`src/rtl/mem_pkg.sv`:
```
// Shared definitions for the memory-access stage: load-size encodings,
// MEM->EX status bus layout and the default sideband width.
package mem_pkg;

  localparam int MEM_PASS_W  = 128;
  localparam int MEM_TO_EX_W = 3;

  localparam int BUS_SRCH  = 2;
  localparam int BUS_EXCEP = 1;
  localparam int BUS_ERTN  = 0;

  typedef enum logic [1:0] {
    LD_W = 2'd0,
    LD_H = 2'd1,
    LD_B = 2'd2
  } ld_size_e;

  function automatic ld_size_e ld_size(input logic ld_b, input logic ld_h);
    if (ld_b) begin
      return LD_B;
    end else if (ld_h) begin
      return LD_H;
    end
    return LD_W;
  endfunction

endpackage

```
`src/rtl/mem_stage_load_align.sv`:
```
// Combinational load alignment: selects the byte/half addressed by addr_lo
// and zero- or sign-extends it to 32 bits; words pass through.
module load_align
  import mem_pkg::*;
(
  input  logic [31:0] rdata,
  input  logic [1:0]  addr_lo,
  input  logic        ld_b,
  input  logic        ld_h,
  input  logic        ld_u,
  output logic [31:0] aligned
);

  logic [31:0] shifted;
  logic [7:0]  byte_v;
  logic [15:0] half_v;

  always_comb begin
    shifted = rdata >> {addr_lo, 3'b000};
    byte_v  = shifted[7:0];
    half_v  = addr_lo[1] ? rdata[31:16] : rdata[15:0];
    case (ld_size(ld_b, ld_h))
      LD_B:    aligned = {{24{~ld_u & byte_v[7]}}, byte_v};
      LD_H:    aligned = {{16{~ld_u & half_v[15]}}, half_v};
      default: aligned = rdata;
    endcase
  end

endmodule

```
`src/rtl/mem_stage.sv`:
```
// Memory-access stage: holds one instruction from EX, waits for its data-SRAM
// response (buffering it if WB stalls), aligns load data and hands off to WB.
module mem_stage
  import mem_pkg::*;
#(
  parameter int PASS_W = MEM_PASS_W
) (
  input  logic              clk,
  input  logic              resetn,
  input  logic              flush,
  input  logic              ex_to_mem_valid,
  output logic              mem_allowin,
  input  logic [31:0]       ex_pc,
  input  logic              ex_mem_req,
  input  logic              ex_res_from_mem,
  input  logic              ex_rf_we,
  input  logic [4:0]        ex_rf_waddr,
  input  logic [31:0]       ex_alu_result,
  input  logic              ex_ld_b,
  input  logic              ex_ld_h,
  input  logic              ex_ld_u,
  input  logic [1:0]        ex_addr_lo,
  input  logic              ex_excep_en,
  input  logic              ex_ertn_flush,
  input  logic              ex_srch_conflict,
  input  logic [PASS_W-1:0] ex_pass,
  input  logic              data_sram_data_ok,
  input  logic [31:0]       data_sram_rdata,
  input  logic              wb_allowin,
  output logic              mem_to_wb_valid,
  output logic [31:0]       mem_pc,
  output logic              mem_rf_we,
  output logic [4:0]        mem_rf_waddr,
  output logic [31:0]       mem_final_result,
  output logic              mem_excep_en,
  output logic              mem_ertn_flush,
  output logic [PASS_W-1:0] mem_pass,
  output logic [MEM_TO_EX_W-1:0] mem_to_ex_bus,
  output logic              mem_fwd_stall
);

  // Handshake: a transfer happens on a cycle where valid and the receiver's
  // allowin are both high; valid never depends on the receiver's allowin.
  logic              mem_valid_q, mem_valid_d;
  logic [31:0]       pc_q, pc_d;
  logic              req_q, req_d;
  logic              res_from_mem_q, res_from_mem_d;
  logic              rf_we_q, rf_we_d;
  logic [4:0]        rf_waddr_q, rf_waddr_d;
  logic [31:0]       alu_result_q, alu_result_d;
  logic              ld_b_q, ld_b_d, ld_h_q, ld_h_d, ld_u_q, ld_u_d;
  logic [1:0]        addr_lo_q, addr_lo_d;
  logic              excep_q, excep_d, ertn_q, ertn_d, srch_q, srch_d;
  logic [PASS_W-1:0] pass_q, pass_d;
  logic [31:0]       rdata_buf_q, rdata_buf_d;
  logic              buf_valid_q, buf_valid_d;
  logic [1:0]        discard_cnt_q, discard_cnt_d;

  logic data_ok_live, ready_go, accept, leave, disc_inc, disc_dec;
  logic [31:0] load_data, aligned;

  always_comb begin
    data_ok_live    = data_sram_data_ok & (discard_cnt_q == 2'd0);
    ready_go        = ~req_q | data_ok_live | buf_valid_q;
    // Held low while reset is asserted so every output reads 0 in reset.
    mem_allowin     = resetn & (~mem_valid_q | (ready_go & wb_allowin));
    mem_to_wb_valid = mem_valid_q & ready_go;
    accept          = ex_to_mem_valid & mem_allowin;
    leave           = mem_to_wb_valid & wb_allowin;

    mem_valid_d = mem_valid_q;
    if (flush) begin
      mem_valid_d = 1'b0;
    end else if (mem_allowin) begin
      mem_valid_d = ex_to_mem_valid;
    end

    pc_d           = pc_q;
    req_d          = req_q;
    res_from_mem_d = res_from_mem_q;
    rf_we_d        = rf_we_q;
    rf_waddr_d     = rf_waddr_q;
    alu_result_d   = alu_result_q;
    ld_b_d         = ld_b_q;
    ld_h_d         = ld_h_q;
    ld_u_d         = ld_u_q;
    addr_lo_d      = addr_lo_q;
    excep_d        = excep_q;
    ertn_d         = ertn_q;
    srch_d         = srch_q;
    pass_d         = pass_q;
    if (accept) begin
      pc_d           = ex_pc;
      req_d          = ex_mem_req;
      res_from_mem_d = ex_res_from_mem;
      rf_we_d        = ex_rf_we;
      rf_waddr_d     = ex_rf_waddr;
      alu_result_d   = ex_alu_result;
      ld_b_d         = ex_ld_b;
      ld_h_d         = ex_ld_h;
      ld_u_d         = ex_ld_u;
      addr_lo_d      = ex_addr_lo;
      excep_d        = ex_excep_en;
      ertn_d         = ex_ertn_flush;
      srch_d         = ex_srch_conflict;
      pass_d         = ex_pass;
    end

    rdata_buf_d = rdata_buf_q;
    buf_valid_d = buf_valid_q;
    if (flush | leave) begin
      buf_valid_d = 1'b0;
    end else if (data_ok_live & mem_valid_q & req_q & ~buf_valid_q & ~wb_allowin) begin
      buf_valid_d = 1'b1;
      rdata_buf_d = data_sram_rdata;
    end

    // A flushed load whose response is still outstanding leaves one response
    // to swallow; a stale strobe arriving in the same cycle cancels out.
    disc_inc      = flush & req_q & mem_valid_q & ~buf_valid_q & ~data_ok_live;
    disc_dec      = data_sram_data_ok & (discard_cnt_q != 2'd0);
    discard_cnt_d = discard_cnt_q;
    if (disc_inc & ~disc_dec) begin
      discard_cnt_d = (discard_cnt_q == 2'd3) ? 2'd3 : discard_cnt_q + 2'd1;
    end else if (disc_dec & ~disc_inc) begin
      discard_cnt_d = discard_cnt_q - 2'd1;
    end
  end

  always_ff @(posedge clk or negedge resetn) begin
    if (!resetn) begin
      mem_valid_q    <= 1'b0;
      pc_q           <= '0;
      req_q          <= 1'b0;
      res_from_mem_q <= 1'b0;
      rf_we_q        <= 1'b0;
      rf_waddr_q     <= '0;
      alu_result_q   <= '0;
      ld_b_q         <= 1'b0;
      ld_h_q         <= 1'b0;
      ld_u_q         <= 1'b0;
      addr_lo_q      <= '0;
      excep_q        <= 1'b0;
      ertn_q         <= 1'b0;
      srch_q         <= 1'b0;
      pass_q         <= '0;
      rdata_buf_q    <= '0;
      buf_valid_q    <= 1'b0;
      discard_cnt_q  <= '0;
    end else begin
      mem_valid_q    <= mem_valid_d;
      pc_q           <= pc_d;
      req_q          <= req_d;
      res_from_mem_q <= res_from_mem_d;
      rf_we_q        <= rf_we_d;
      rf_waddr_q     <= rf_waddr_d;
      alu_result_q   <= alu_result_d;
      ld_b_q         <= ld_b_d;
      ld_h_q         <= ld_h_d;
      ld_u_q         <= ld_u_d;
      addr_lo_q      <= addr_lo_d;
      excep_q        <= excep_d;
      ertn_q         <= ertn_d;
      srch_q         <= srch_d;
      pass_q         <= pass_d;
      rdata_buf_q    <= rdata_buf_d;
      buf_valid_q    <= buf_valid_d;
      discard_cnt_q  <= discard_cnt_d;
    end
  end

  assign load_data = buf_valid_q ? rdata_buf_q : data_sram_rdata;

  load_align u_load_align (
    .rdata   (load_data),
    .addr_lo (addr_lo_q),
    .ld_b    (ld_b_q),
    .ld_h    (ld_h_q),
    .ld_u    (ld_u_q),
    .aligned (aligned)
  );

  always_comb begin
    mem_pc           = pc_q;
    mem_rf_we        = rf_we_q & mem_valid_q;
    mem_rf_waddr     = rf_waddr_q;
    mem_final_result = res_from_mem_q ? aligned : alu_result_q;
    mem_excep_en     = excep_q;
    mem_ertn_flush   = ertn_q;
    mem_pass         = pass_q;
    mem_to_ex_bus            = '0;
    mem_to_ex_bus[BUS_SRCH]  = srch_q & mem_valid_q;
    mem_to_ex_bus[BUS_EXCEP] = excep_q & mem_valid_q;
    mem_to_ex_bus[BUS_ERTN]  = ertn_q & mem_valid_q;
    mem_fwd_stall    = mem_valid_q & res_from_mem_q & ~(data_ok_live | buf_valid_q);
  end

endmodule

```
`config.mk`:
```
export PLATFORM = sky130hd
export DESIGN_NAME = mem_stage
export DESIGN_NICKNAME = d
export VERILOG_FILES = /design/src/rtl/mem_pkg.sv /design/src/rtl/mem_stage_load_align.sv /design/src/rtl/mem_stage.sv
export SDC_FILE = /design/constraint.sdc
export NUM_CORES = 1
export LEC_CHECK = 0
export CAP_MARGIN = 20
export CORE_AREA = 2 2 177 179
export DETAILED_ROUTE_END_ITERATION = 16
export DIE_AREA = 0 0 179 181
export MAX_ROUTING_LAYER = met4
export PLACE_DENSITY = 0.73
export SYNTH_ARGS = -nofsm -noshare
export SYNTH_HDL_FRONTEND = slang
export SYNTH_HIERARCHICAL = 1
export SYNTH_SLANG_ARGS = --single-unit
```
`constraint.sdc`:
```
create_clock -name clk -period 3.2 [get_ports clk]
set_input_delay 0.32 -clock clk [delete_from_list [all_inputs] [get_ports clk]]
set_output_delay 0.32 -clock clk [all_outputs]
set_load 0.05 [all_outputs]
```
==> run_results.csv <==
group,metric,value,unit
status,status,"finished, final reports clean",
routing,first_pass_iters,5,
yosys,synth_seq_area_share,0.548,
final_layout,register_area,6110,µm²
timing,fin_crit_sh,0.961,
place,postPlaceCellArea,15900,µm²
timing,whs,271,ps
final_layout,post-route-util,0.556,
routing,wl_per_cell,20.5,µm
timing,worstMarginPinSlew,915,ps
setup_path,path_class,"reg -> out",
floorplanning,fp.dieW,179,µm
global_route,overflow,0,
place,port_buffers,451,
routing,ant_nets,0,
setup_path,cp.arrival,2750,ps
clock_network,clk_pin_slew,60,ps
clock_network,cts-root-buf,"clkbuf_16",
routing,drt_iter0_markers,382,
final_layout,multiInputGateArea,4660,µm²
place,place_congestion,0.829,
clock_network,cts_tree,"built",
global_route,antenna_found_initial,2,
timing,finalSetupViolCount,0,
timing,fin_skew,5.43,ps
final_layout,fill_cells,2460,
yosys,synth.ff_latch_count,244,
place,dpl_worst_slack,415,ps
floorplanning,start_util,0.367,
place,dp_cells,1537,
yosys,synth-main-ff-cell,"dfrtp_1",
yosys,synth_area_per_cell,15.5,µm²
final_layout,nets,1423,
yosys,async_flop_share,1.00,
power_and_ir_drop,power,12.8,mW
power_and_ir_drop,p_leak,7.48,nW
yosys,synth-warning-count,6,
setup_path,critPathRequiredTime,2880,ps
clock_network,clk_latency,530,ps
yosys,synth_nets,965,
global_route,grt_pass1_vias,8228,
setup_path,cp_max_fo,17,
place,detailed_place_hpwl,24500,µm
global_route,grt_pass1_wl,49000,µm
floorplanning,io_pins,452,
timing,fin_ws,126,ps
yosys,synth_edf_count,0,
global_route,grt_max_degree,97,
floorplanning,core_area,30300,µm²
timing,setup_tns,0,ps
yosys,yosys-top-cells-area,"dfrtp_1 55%, mux2_2 21%, mux2_4 13%",
setup_path,crit_path_end_kind,"output port",
yosys,synth_top_area_cell,"dfrtp_1",
global_route,track_usage,0.202,
final_layout,area_delta_synth_final,51.5,%
timing,period_minus_slack,3070,ps
timing,max_slew_margin,0.390,
routing,vias,7674,
timing,final_hold_viol_count,0,
yosys,ys_types,34,
yosys,syn_area,11100,µm²
floorplanning,die-area,32400,µm²
yosys,syn_inst,716,
final_layout,fin_area,16900,µm²
final_layout,drive_gt1_frac,0.353,
job,timing.max_cap.violations,0,
setup_path,crit_path_start_kind,"flip-flop",
clock_network,htreeDepth,1,
final_layout,finalNonFillerCells,1592,
worst_hold_path,hp-class,"in -> async",
routing,drc,0,
yosys,synth.top_cell.area_share,0.548,
setup_path,rrSetupSlack,880,ps
power_and_ir_drop,peakVddDrop,0.438,mV
timing,timing.fmax,325,MHz
timing,report.final.slew_viol_count,0,
floorplanning,fp.dieH,181,µm
power_and_ir_drop,p_per_area,761,nW/µm²
clock_network,clockBufferDepth,3,
clock_network,cts.sinks,244,
floorplanning,fp-row-count,64,
timing,rsz0062_at_grt,"false",
routing,vias_per_cell,4.82,
clock_network,cts_made_buffers,29,
routing,wl,32600,µm
-- synth_stat cells (2+ instances only) --
cell type and n:
buf_2 14, buf_8 11, ha_1 3, and2_1 5, mux2_4 100, nand3b_1 2, a21oi_1 36, o22a_1 9
and3_1 3, dfrtp_1 244, buf_1 5, o21ai_0 2, a21oi_2 9, nand2_1 4, mux2_2 204, nor2_1 4
inv_1 5, mux2i_1 25, clkbuf_1 8, nand2b_1 3, buf_4 5, buf_6 3
-- metal layers --
layer / up-vias / routed length [µm] / global-route usage
met5: - / 0 / -
met4: 0 / 636 / 0.0446
met3: 49 / 2600 / 0.0495
met2: 313 / 16800 / 0.353
met1: 3817 / 12600 / 0.234
li1: 3495 / - / -
-- layout make-up --
type                            count  area share
Antenna cell                        2    0.000297
Timing Repair Buffer              473       0.276
Clock inverter                     12     0.00764
Clock buffer                       39      0.0476
Sequential cell                   244       0.362
Inverter                            5     0.00111
Tap cell                          396      0.0294
Multi-Input combinational cell    421       0.276
-- logic make-up after synthesis --
| kind of cell | after synthesis | synth area share |
|---|---|---|
| AOI/OAI and AO/OA | 62 | 0.0362 |
| DFF | 244 | 0.548 |
| and+or+nand+nor | 27 | 0.0147 |
| buffers and inverters | 51 | 0.0336 |
| muxes | 329 | 0.364 |
| adders and majority gates | 3 | 0.00337 |
-- layout by cell type (no fill, tap or decap), types with 4 or more instances in the layout --
master	count
o22a_1	9
clkdlybuf4s50_1	418
a21oi_1	36
inv_1	5
clkbuf_16	29
mux2_2	204
mux2_4	100
clkbuf_1	6
clkinv_2	4
dfrtp_1	243
mux2i_1	24
buf_4	49
nand2_1	4
and2_1	5
nor2_1	4
a21oi_2	9
clkbuf_8	4
-- state kept, by name, summed over array words and instances (netlist names), 2 cells and up --
signal         count
mem_pc            32
mem_rf_waddr       5
addr_lo_q          2
rdata_buf_q       32
discard_cnt_q      2
mem_pass         128
alu_result_q      32
-- final timing paths --
path	startpoint	endpoint	cells after the start
setup / recovery	buf_valid_q	mem_final_result[7]	7
hold / removal	resetn	alu_result_q[3]	2
setup reg to reg	buf_valid_q	mem_pc[31]	7
hold reg to reg	mem_pc[10]	mem_pc[10]	1
max in group asynchronous	resetn	mem_pass[38]	3
min in group clk	ex_alu_result[14]	alu_result_q[14]	2
-- critical path: stages (launching register included) --
cell	delay (ps)
dfrtp_2	440
mux2_2	400
mux2i_2	290
o22a_1	200
buf_4	260
o21ai_0	160
mux2_2	280
buf_4	190
-- report_power, final --
group          switching [mW]  internal, mW  total [mW]
combinational            3.30          2.23        5.52
clock                    1.29          1.92        3.20
sequential              0.377          3.72        4.10
-- what timing repair did --
action	in CTS	in global routing
setup endpoints to repair	7	11
hold endpoints to repair	35	0
hold buffers	1	0
resized for setup	2	1
setup buffers	0	0
No activity file was read; power rests on OpenSTA's default activity.
